**config.mk**
```make
export PLATFORM = sky130hd
export DESIGN_NAME = itcm_fetch_arbiter
export DESIGN_NICKNAME = d
export VERILOG_FILES = /design/src/rtl/itcm_fetch_arbiter.sv
export SDC_FILE = /design/constraint.sdc
export NUM_CORES = 1
export LEC_CHECK = 0
export CORE_AREA = 2 2 278 280
export DETAILED_ROUTE_END_ITERATION = 8
export DIE_AREA = 0 0 280 282
export PLACE_DENSITY = 0.43
export SYNTH_ARGS = -nofsm -noshare
export SYNTH_HDL_FRONTEND = slang
export SYNTH_SLANG_ARGS = --single-unit
```
**constraint.sdc**
```tcl
create_clock -name clk -period 1.8 [get_ports clk]
set_input_delay 0.27 -clock clk [delete_from_list [all_inputs] [get_ports clk]]
set_output_delay 0.27 -clock clk [all_outputs]
set_load 0.005 [all_outputs]
```
**src/rtl/itcm_fetch_arbiter.sv**
```systemverilog
// ---------------------------------------------------------------------------
// itcm_fetch_arbiter
//
// Shares the single instruction-memory fetch port among NUM_REQ requesters
// (e.g. icache refill adapter, prefetch/debug fetcher). A round-robin arbiter
// selects one pending requester and loads it into a registered request stage.
// A credit counter limits the number of issued-but-unacknowledged fetches.
// The winning requester index is prepended to the entry id so that memory acks,
// which may return out of order, are routed back to the requester that issued
// them.
//
// Ports
//   clk, rst                 clock, asynchronous active-high reset
//   req_vld/req_rdy          per-requester request handshake (req_rdy one-hot or 0)
//   req_addr, req_id         packed per-requester address / entry id
//   mem_req_vld/mem_req_rdy  registered request towards memory
//   mem_req_addr, mem_req_id registered address and {src_index, entry id}
//   mem_ack_vld/mem_ack_rdy  ack handshake from memory
//   mem_ack_data, mem_ack_id ack payload and echoed {src_index, entry id}
//   ack_vld/ack_rdy          per-requester ack handshake (only bit [src] set)
//   ack_data, ack_id         ack payload broadcast to all requesters
//   err_bad_src              sticky: ack with unknown source or without credit
// ---------------------------------------------------------------------------
module itcm_fetch_arbiter #(
   parameter int  NUM_REQ         = 2,
   parameter int  ADDR_WIDTH      = 32,
   parameter int  DATA_WIDTH      = 256,
   parameter int  ID_WIDTH        = 16,
   parameter int  MAX_OUTSTANDING = 4,
   localparam int SEL_W           = (NUM_REQ > 1) ? $clog2(NUM_REQ) : 1,
   localparam int CNT_W           = $clog2(MAX_OUTSTANDING + 1)
) (
   input  logic                          clk,
   input  logic                          rst,
   input  logic [NUM_REQ-1:0]            req_vld,
   output logic [NUM_REQ-1:0]            req_rdy,
   input  logic [NUM_REQ*ADDR_WIDTH-1:0] req_addr,
   input  logic [NUM_REQ*ID_WIDTH-1:0]   req_id,
   output logic                          mem_req_vld,
   input  logic                          mem_req_rdy,
   output logic [ADDR_WIDTH-1:0]         mem_req_addr,
   output logic [SEL_W+ID_WIDTH-1:0]     mem_req_id,
   input  logic                          mem_ack_vld,
   output logic                          mem_ack_rdy,
   input  logic [DATA_WIDTH-1:0]         mem_ack_data,
   input  logic [SEL_W+ID_WIDTH-1:0]     mem_ack_id,
   output logic [NUM_REQ-1:0]            ack_vld,
   input  logic [NUM_REQ-1:0]            ack_rdy,
   output logic [DATA_WIDTH-1:0]         ack_data,
   output logic [ID_WIDTH-1:0]           ack_id,
   output logic                          err_bad_src
);

   logic [SEL_W-1:0]      rr_ptr;
   logic [CNT_W-1:0]      out_cnt;

   logic                  slot_free;
   logic                  credit_ok;
   logic                  arb_en;
   logic                  grant_any;
   logic                  grant_fire;
   logic [SEL_W-1:0]      grant_idx;
   logic [ADDR_WIDTH-1:0] sel_addr;
   logic [ID_WIDTH-1:0]   sel_id;
   int                    scan_idx;

   logic [SEL_W-1:0]      ack_src;
   logic                  src_ok;
   logic                  ack_hs;

   // The stage can take a new request when empty or when it drains this cycle.
   // rst is folded in so that no handshake is offered while reset is held.
   assign slot_free = !mem_req_vld || mem_req_rdy;
   assign credit_ok = out_cnt < CNT_W'(MAX_OUTSTANDING);
   assign arb_en    = !rst && slot_free && credit_ok;

   // Round-robin scan starting at rr_ptr, wrapping at NUM_REQ.
   always_comb begin
      grant_any = 1'b0;
      grant_idx = '0;
      sel_addr  = '0;
      sel_id    = '0;
      scan_idx  = 0;
      for (int k = 0; k < NUM_REQ; k++) begin
         scan_idx = int'(rr_ptr) + k;
         if (scan_idx >= NUM_REQ) begin
            scan_idx = scan_idx - NUM_REQ;
         end
         if (!grant_any && req_vld[scan_idx]) begin
            grant_any = 1'b1;
            grant_idx = SEL_W'(scan_idx);
            sel_addr  = req_addr[scan_idx*ADDR_WIDTH +: ADDR_WIDTH];
            sel_id    = req_id[scan_idx*ID_WIDTH +: ID_WIDTH];
         end
      end
   end

   // A selected requester always has req_vld set, so offering ready is the handshake.
   assign grant_fire = arb_en && grant_any;

   always_comb begin
      req_rdy = '0;
      if (grant_fire) begin
         req_rdy[grant_idx] = 1'b1;
      end
   end

   // Request stage register: reloads on a grant, otherwise drains on mem_req_rdy.
   always_ff @(posedge clk or posedge rst) begin
      if (rst) begin
         mem_req_vld  <= 1'b0;
         mem_req_addr <= '0;
         mem_req_id   <= '0;
         rr_ptr       <= '0;
      end else if (grant_fire) begin
         mem_req_vld  <= 1'b1;
         mem_req_addr <= sel_addr;
         mem_req_id   <= {grant_idx, sel_id};
         rr_ptr       <= (grant_idx == SEL_W'(NUM_REQ - 1)) ? '0 : grant_idx + SEL_W'(1);
      end else if (mem_req_rdy) begin
         mem_req_vld  <= 1'b0;
      end
   end

   // Ack routing: the upper SEL_W id bits name the requester. Unknown sources
   // are swallowed (ready forced high) so memory is never blocked by them.
   assign ack_src = mem_ack_id[SEL_W+ID_WIDTH-1 -: SEL_W];
   assign src_ok  = {1'b0, ack_src} < (SEL_W + 1)'(NUM_REQ);

   always_comb begin
      ack_vld     = '0;
      mem_ack_rdy = 1'b1;
      if (src_ok) begin
         ack_vld[ack_src] = mem_ack_vld;
         mem_ack_rdy      = ack_rdy[ack_src];
      end
   end

   assign ack_hs   = mem_ack_vld && mem_ack_rdy;
   assign ack_data = mem_ack_data;
   assign ack_id   = mem_ack_id[ID_WIDTH-1:0];

   // Outstanding count includes the request still sitting in the stage.
   // An ack without credit cannot be matched to anything: flag it, floor at 0.
   always_ff @(posedge clk or posedge rst) begin
      if (rst) begin
         out_cnt     <= '0;
         err_bad_src <= 1'b0;
      end else begin
         if (grant_fire && !ack_hs) begin
            out_cnt <= out_cnt + CNT_W'(1);
         end else if (!grant_fire && ack_hs && (out_cnt != '0)) begin
            out_cnt <= out_cnt - CNT_W'(1);
         end
         if (ack_hs && (!src_ok || (out_cnt == '0))) begin
            err_bad_src <= 1'b1;
         end
      end
   end

endmodule
```
==> results.toml, run 1 <==
[clock_network]
cts.sink_count = 55
cts_buffers = 5
cts_hold_buf = 0
insertion_delay_ns = 0.34
h-tree-depth = 2
cts-root-buf = "clkbuf_16"
clk_pin_slew_ns = 0.11
cts_max_path_buffers = 2
cts_tree = "done"

[power]
total_power_mw = 6.540
p_leak_nw = 1.900
irDropWorstVdd_v = 0.0004477
power.density_nw_per_um2 = 1143

[worst_setup_path]
crit_path_max_incr_delay_ns = 0.54
crit_arrival_ns = 2.07
reg2reg_from = "out_cnt[2]"
worstPathRequired_ns = 2.07
r2r_setup_slack_ns = 0.003
slowest_stage = "fa_2"
start_kind = "flop"
path_max_fanout = 3
startpoint = "out_cnt[2]"
path_class = "reg -> reg"
end_kind = "flop"
crit_chain = "nor2_4, o211a_4, buf_6, nand2_4, fa_2, mux2i_1, o22ai_1"

[floorplanning]
start_util = 0.06048
rows = 101
core-area_um2 = 75700
die_h_um = 282
die_w_um = 280
die_area_um2 = 78960
io_pins = 705

[sta]
fin_crit_sh = 0.9985
clock.fmax_mhz = 556.4
final_max_slew_viol_count = 0
worst_pin_slew_ns = 0.4056
rsz0062_at_grt = "true"
finalWorstSetupSlack_ns = 0.002672
period_needed_ns = 1.797
relSlewSlack = 0.7289
clock_skew_ns = 0.01728
finalSetupViolCount = 0
hold_viol = 0

[logic_synthesis]
yosysWarnings = 0
synth.top_cells.by_area = "buf_4 46%, dfrtp_1 30%, a221oi_1 9.2%"
yosysMostFrequentCell = "buf_4"
ys.flop_type = "dfrtp_1"
yosys.area.top_type_share = 0.4559
synth_seq_area_share = 0.3006
yosysTopAreaCell = "buf_4"
synth-seq-cells = 55
syn_inst = 529
syn_area_per_cell_um2 = 8.654
synth_area_um2 = 4578
synth_edf_count = 0
synth_nets = 907
synthTopCellsByCount = "278 x buf_4, 99 x nor2_1, 55 x dfrtp_1"
synth_cell_type_count = 32
async_flop_share = 1.000

[layout]
final_cell_area_um2 = 5722
fin_util = 0.07559
multiInputGateArea_um2 = 1096
layout.cells.non_filler = 1411
area_growth_pct = 24.98
register_area_um2 = 1378
drive_above_1_share = 0.1230
fill_cells = 8820
nets = 808

[placement]
preCtsSetupSlack_ns = -0.4642
dp_hpwl_mm = 15.72
dp_cells = 1397
portBuffers = 160
gp_congestion = 0.6518
dpl_cell_area_um2 = 5498

[outcome]
outcome = "finished clean"

[global_route]
grt_first_pass_wirelength_mm = 25.85
antenna_found_initial = 2
grt-ovfl-total = 0
grt_usage = 0.04813
grt_max_degree = 56
grt_pass1_vias = 3517

[route]
drtIter0Drc = 87
wl_mm = 19.76
vias = 3174
drc = 0
wl_per_cell_um = 14.01
first_pass_iters = 4
ant_nets = 0
post_drt_via_cell_ratio = 2.249

[min_path]
hold_path_startpoint = "req_vld[0]"
min_path_type = "in -> reg"

[flow_run]
max-cap-violations = 0
## sequential cells by signal, summed over array words and instances (netlist names)
signal / count
mem_req_vld: 1
mem_req_id: 17
mem_req_addr: 32
err_bad_src: 1
out_cnt: 3
rr_ptr: 1
## cells in the final DEF (no fill, tap or decap), drive strengths merged, types with 2 or more instances in the layout
cell type        n
a21boi           2
dlymetal6s2s     2
a221oi          48
and2             2
nand2            3
clkbuf           6
inv              6
o21ai            2
clkdlybuf4s50  155
nor2            99
diode            2
a21oi            3
dfrtp           55
buf             28
## path summary, 6_finish.rpt
check	depth (start not counted)	end
worst max-delay path	7	out_cnt[1]
worst min-delay path	3	mem_req_vld
worst max register to register	7	out_cnt[1]
worst min register to register	1	mem_req_id[16]
max in group asynchronous	3	mem_req_id[6]
min in group asynchronous	3	rr_ptr
## metal layers
layer / track usage / wire length (um) / vias up
li1: - / - / 1283
met1: 0.03634 / 5595 / 1362
met2: 0.07407 / 8781 / 391
met3: 0.03762 / 3332 / 132
met4: 0.05032 / 1935 / 6
met5: 0.009768 / 118 / -
## worst max-delay path, delay by kind of cell (launching register included)
family | cells | cell delay, ns
adders and majority gates | 1 | 0.54
muxes | 1 | 0.07
DFF | 1 | 0.46
buffers and inverters | 1 | 0.12
AOI/OAI and AO/OA | 2 | 0.33
and+or+nand+nor | 2 | 0.20
## cell type report
cell class | instances | share of cell area
diodes | 2 | 0.0008747
inverters | 4 | 0.002843
flip-flops and latches | 55 | 0.2408
well taps | 978 | 0.2139
repair buffers | 187 | 0.3236
clock buffers | 5 | 0.02187
multi-input cells | 177 | 0.1916
clock inverters | 3 | 0.004592
## through the flow
stage,hold slack (ns),TNS [ns]
after floorplan,0.4093,0
after global placement,0.4719,-7.752
after detailed placement,0.4686,-10.98
after CTS,0.4021,-0.05738
after global routing,0.3480,-0.1047
final,0.3598,0
## logic make-up after synthesis
logic type,count (synthesis),synth area share
multiplexers,2,0.004646
AO/OA/AOI/OAI,64,0.1192
XOR/XNOR,1,0.001913
AND/OR/NAND/NOR,109,0.09347
buffers and inverters,297,0.4758
flip-flops,55,0.3006
adder cells (fa/ha/maj),1,0.004373
## where the power goes
part	switching (mW)	internal, mW	total (mW)
Sequential	0.399	1.85	2.25
Clock	0.684	0.540	1.22
Combinational	1.26	1.80	3.07
Total	2.35	4.19	6.54
## what timing repair did
item | in CTS | in global routing
pin swaps | 6 | 1
buffers inserted | 3 | 2
resized for setup | 17 | 5
endpoints found under the setup margin | 5 | 6
endpoints found under the hold margin | 0 | 0
No activity file was read; power rests on OpenSTA's default activity.
==> run 2, diff against run 1 <==
--- a/config.mk
+++ b/config.mk
@@ -8,7 +8,8 @@
 export CORE_AREA = 2 2 278 280
 export DETAILED_ROUTE_END_ITERATION = 8
 export DIE_AREA = 0 0 280 282
-export PLACE_DENSITY = 0.43
+export GPL_ROUTABILITY_DRIVEN = 0
+export PLACE_DENSITY_LB_ADDON = 0.25
 export SYNTH_ARGS = -nofsm -noshare
 export SYNTH_HDL_FRONTEND = slang
 export SYNTH_SLANG_ARGS = --single-unit
==> run 2 against run 1 <==
Net effect: hold slack gained 0.065 ns; sequential power is essentially flat; first-iteration DRC count shrank 14%; critical path depth shrank 2; routed wire length grew 1.5%; register-to-register slack gained 0.11 ns; sequential share of layout area is essentially flat; via count shrank 1.2%; die area is the same; core utilization is essentially flat.
==> results.toml, run 2 (synthesized netlist as in run 1, its figures left out) <==
[worst_setup_path]
path_buf_inv = 2
worstPathRequired_ns = 1.53
path_class = "reg -> out"
crit_path_max_incr_delay_ns = 0.43
end_kind = "primary output"
slowest_stage = "dfrtp_1"
path_max_fanout = 3
cp_top_family = "flip-flops"
crit_arrival_ns = 1.46
start_kind = "flop"
crit_chain = "nor2_4, o211a_4, buf_12, and2_4, buf_6"

[route]
drtIter0Drc = 75
post_drt_via_cell_ratio = 2.220
wl_per_cell_um = 14.20
first_pass_iters = 4
wl_mm = 20.06
ant_nets = 0
drc = 0
vias = 3137

[outcome]
outcome = "finished clean"

[sta]
clock.fmax_mhz = 578.0
finalSetupViolCount = 0
worst_pin_slew_ns = 0.3897
fin_crit_sh = 0.9611
final_max_slew_viol_count = 0
relSlewSlack = 0.7402
period_needed_ns = 1.730
hold_viol = 0
rsz0062_at_grt = "true"
clock_skew_ns = 0.02551

[clock_network]
h-tree-depth = 2
cts_buffers = 5
insertion_delay_ns = 0.34
cts-root-buf = "clkbuf_16"
cts_tree = "done"
cts_hold_buf = 0
cts.sink_count = 55
clk_pin_slew_ns = 0.11
cts_max_path_buffers = 2

[layout]
area_growth_pct = 25.03
drive_above_1_share = 0.1175
top_register = "mem_req_addr"
final_common_cell = "clkdlybuf4s50_1"
nets = 811
final_cell_area_um2 = 5724
final_cell_mix = "152 x clkdlybuf4s50_1, 98 x nor2_1, 55 x dfrtp_1"
largest_reg_flops = 32
largestRegisters = "mem_req_addr x32, mem_req_id x17, out_cnt x3"

[floorplanning]
die_area_um2 = 78960
die_h_um = 282
start_util = 0.06048
rows = 101
die_w_um = 280
core-area_um2 = 75700
io_pins = 705

[placement]
dp_hpwl_mm = 16.36
dpl_cell_area_um2 = 5513
portBuffers = 160

[power]
irDropWorstVdd_v = 0.0004623
p_leak_nw = 1.917
power.density_nw_per_um2 = 1146
total_power_mw = 6.557

[global_route]
grt_max_degree = 31
grt_usage = 0.04855
grt_first_pass_wirelength_mm = 25.81
grt-ovfl-total = 0
antenna_found_initial = 3
grt_pass1_vias = 3379

[min_path]
min_path_type = "in -> async"

[flow_run]
max-cap-violations = 0
run 2: repair_timing:
item | in CTS | in global routing
setup buffers | 3 | 0
endpoints found under the hold margin | 0 | 0
setup endpoints to repair | 5 | 5
gates resized for setup | 14 | 5
run 2: power by group:
group          internal, mW  switching (mW)
logic                  1.80            1.32
registers              1.85           0.383
clock network         0.539           0.668
run 2: final cells by class:
type,instances,area (um^2)
Antenna cell,1,2.502
Inverter,4,16.27
Clock inverter,3,27.53
Clock buffer,5,125.1
Fill cell,8825,69970
Multi-Input combinational cell,177,1076
Tap cell,978,1224
Sequential cell,55,1376
Timing Repair Buffer,190,1877
run 2: per-layer routing:
| metal | part of all wire | wire [um] | GRT usage | up-vias |
|---|---|---|---|---|
| met1 | 0.30 | 6032 | 0.03949 | 1344 |
| met5 | 0.0010 | 20 | 0 | - |
| met3 | 0.19 | 3841 | 0.04375 | 141 |
| met4 | 0.086 | 1723 | 0.04456 | 4 |
| li1 | - | - | - | 1282 |
| met2 | 0.42 | 8441 | 0.07058 | 366 |
run 2: path summary, 6_finish.rpt:
path | startpoint | end | slack, ns | cells past startpoint
hold reg to reg | mem_req_id[16] | mem_req_id[16] | 0.50 | 1
max in group asynchronous | rst | mem_req_addr[26] | 0.97 | 4
setup reg to reg | out_cnt[2] | out_cnt[1] | 0.11 | 6
hold / removal | rst | rr_ptr | 0.43 | 4
min in group clk | req_vld[1] | mem_req_vld | 0.50 | 3
setup / recovery | out_cnt[2] | req_rdy[1] | 0.07 | 5
run 2: worst min-delay path, delay by kind of cell:
family / cells / cell delay, ns
buf+inv: 4 / 0.87
run 2: per-stage QoR:
| stage | setup TNS, ns | util | instances | hold slack, ns | setup slack, ns |
|---|---|---|---|---|---|
| final | 0 | 0.07562 | 1413 | 0.4252 | 0.06994 |
| after global routing | -0.03237 | 0.07559 | 1412 | 0.4361 | -0.03237 |
| after CTS | -0.03530 | 0.07557 | 1412 | 0.4311 | -0.03530 |
| after detailed placement | -12.06 | 0.07283 | 1401 | 0.4837 | -0.4643 |
| after global placement | -10.39 | 0.07283 | 1401 | 0.4778 | -0.4604 |
| after floorplan | 0 | - | 529 | 0.4093 | 0.006973 |
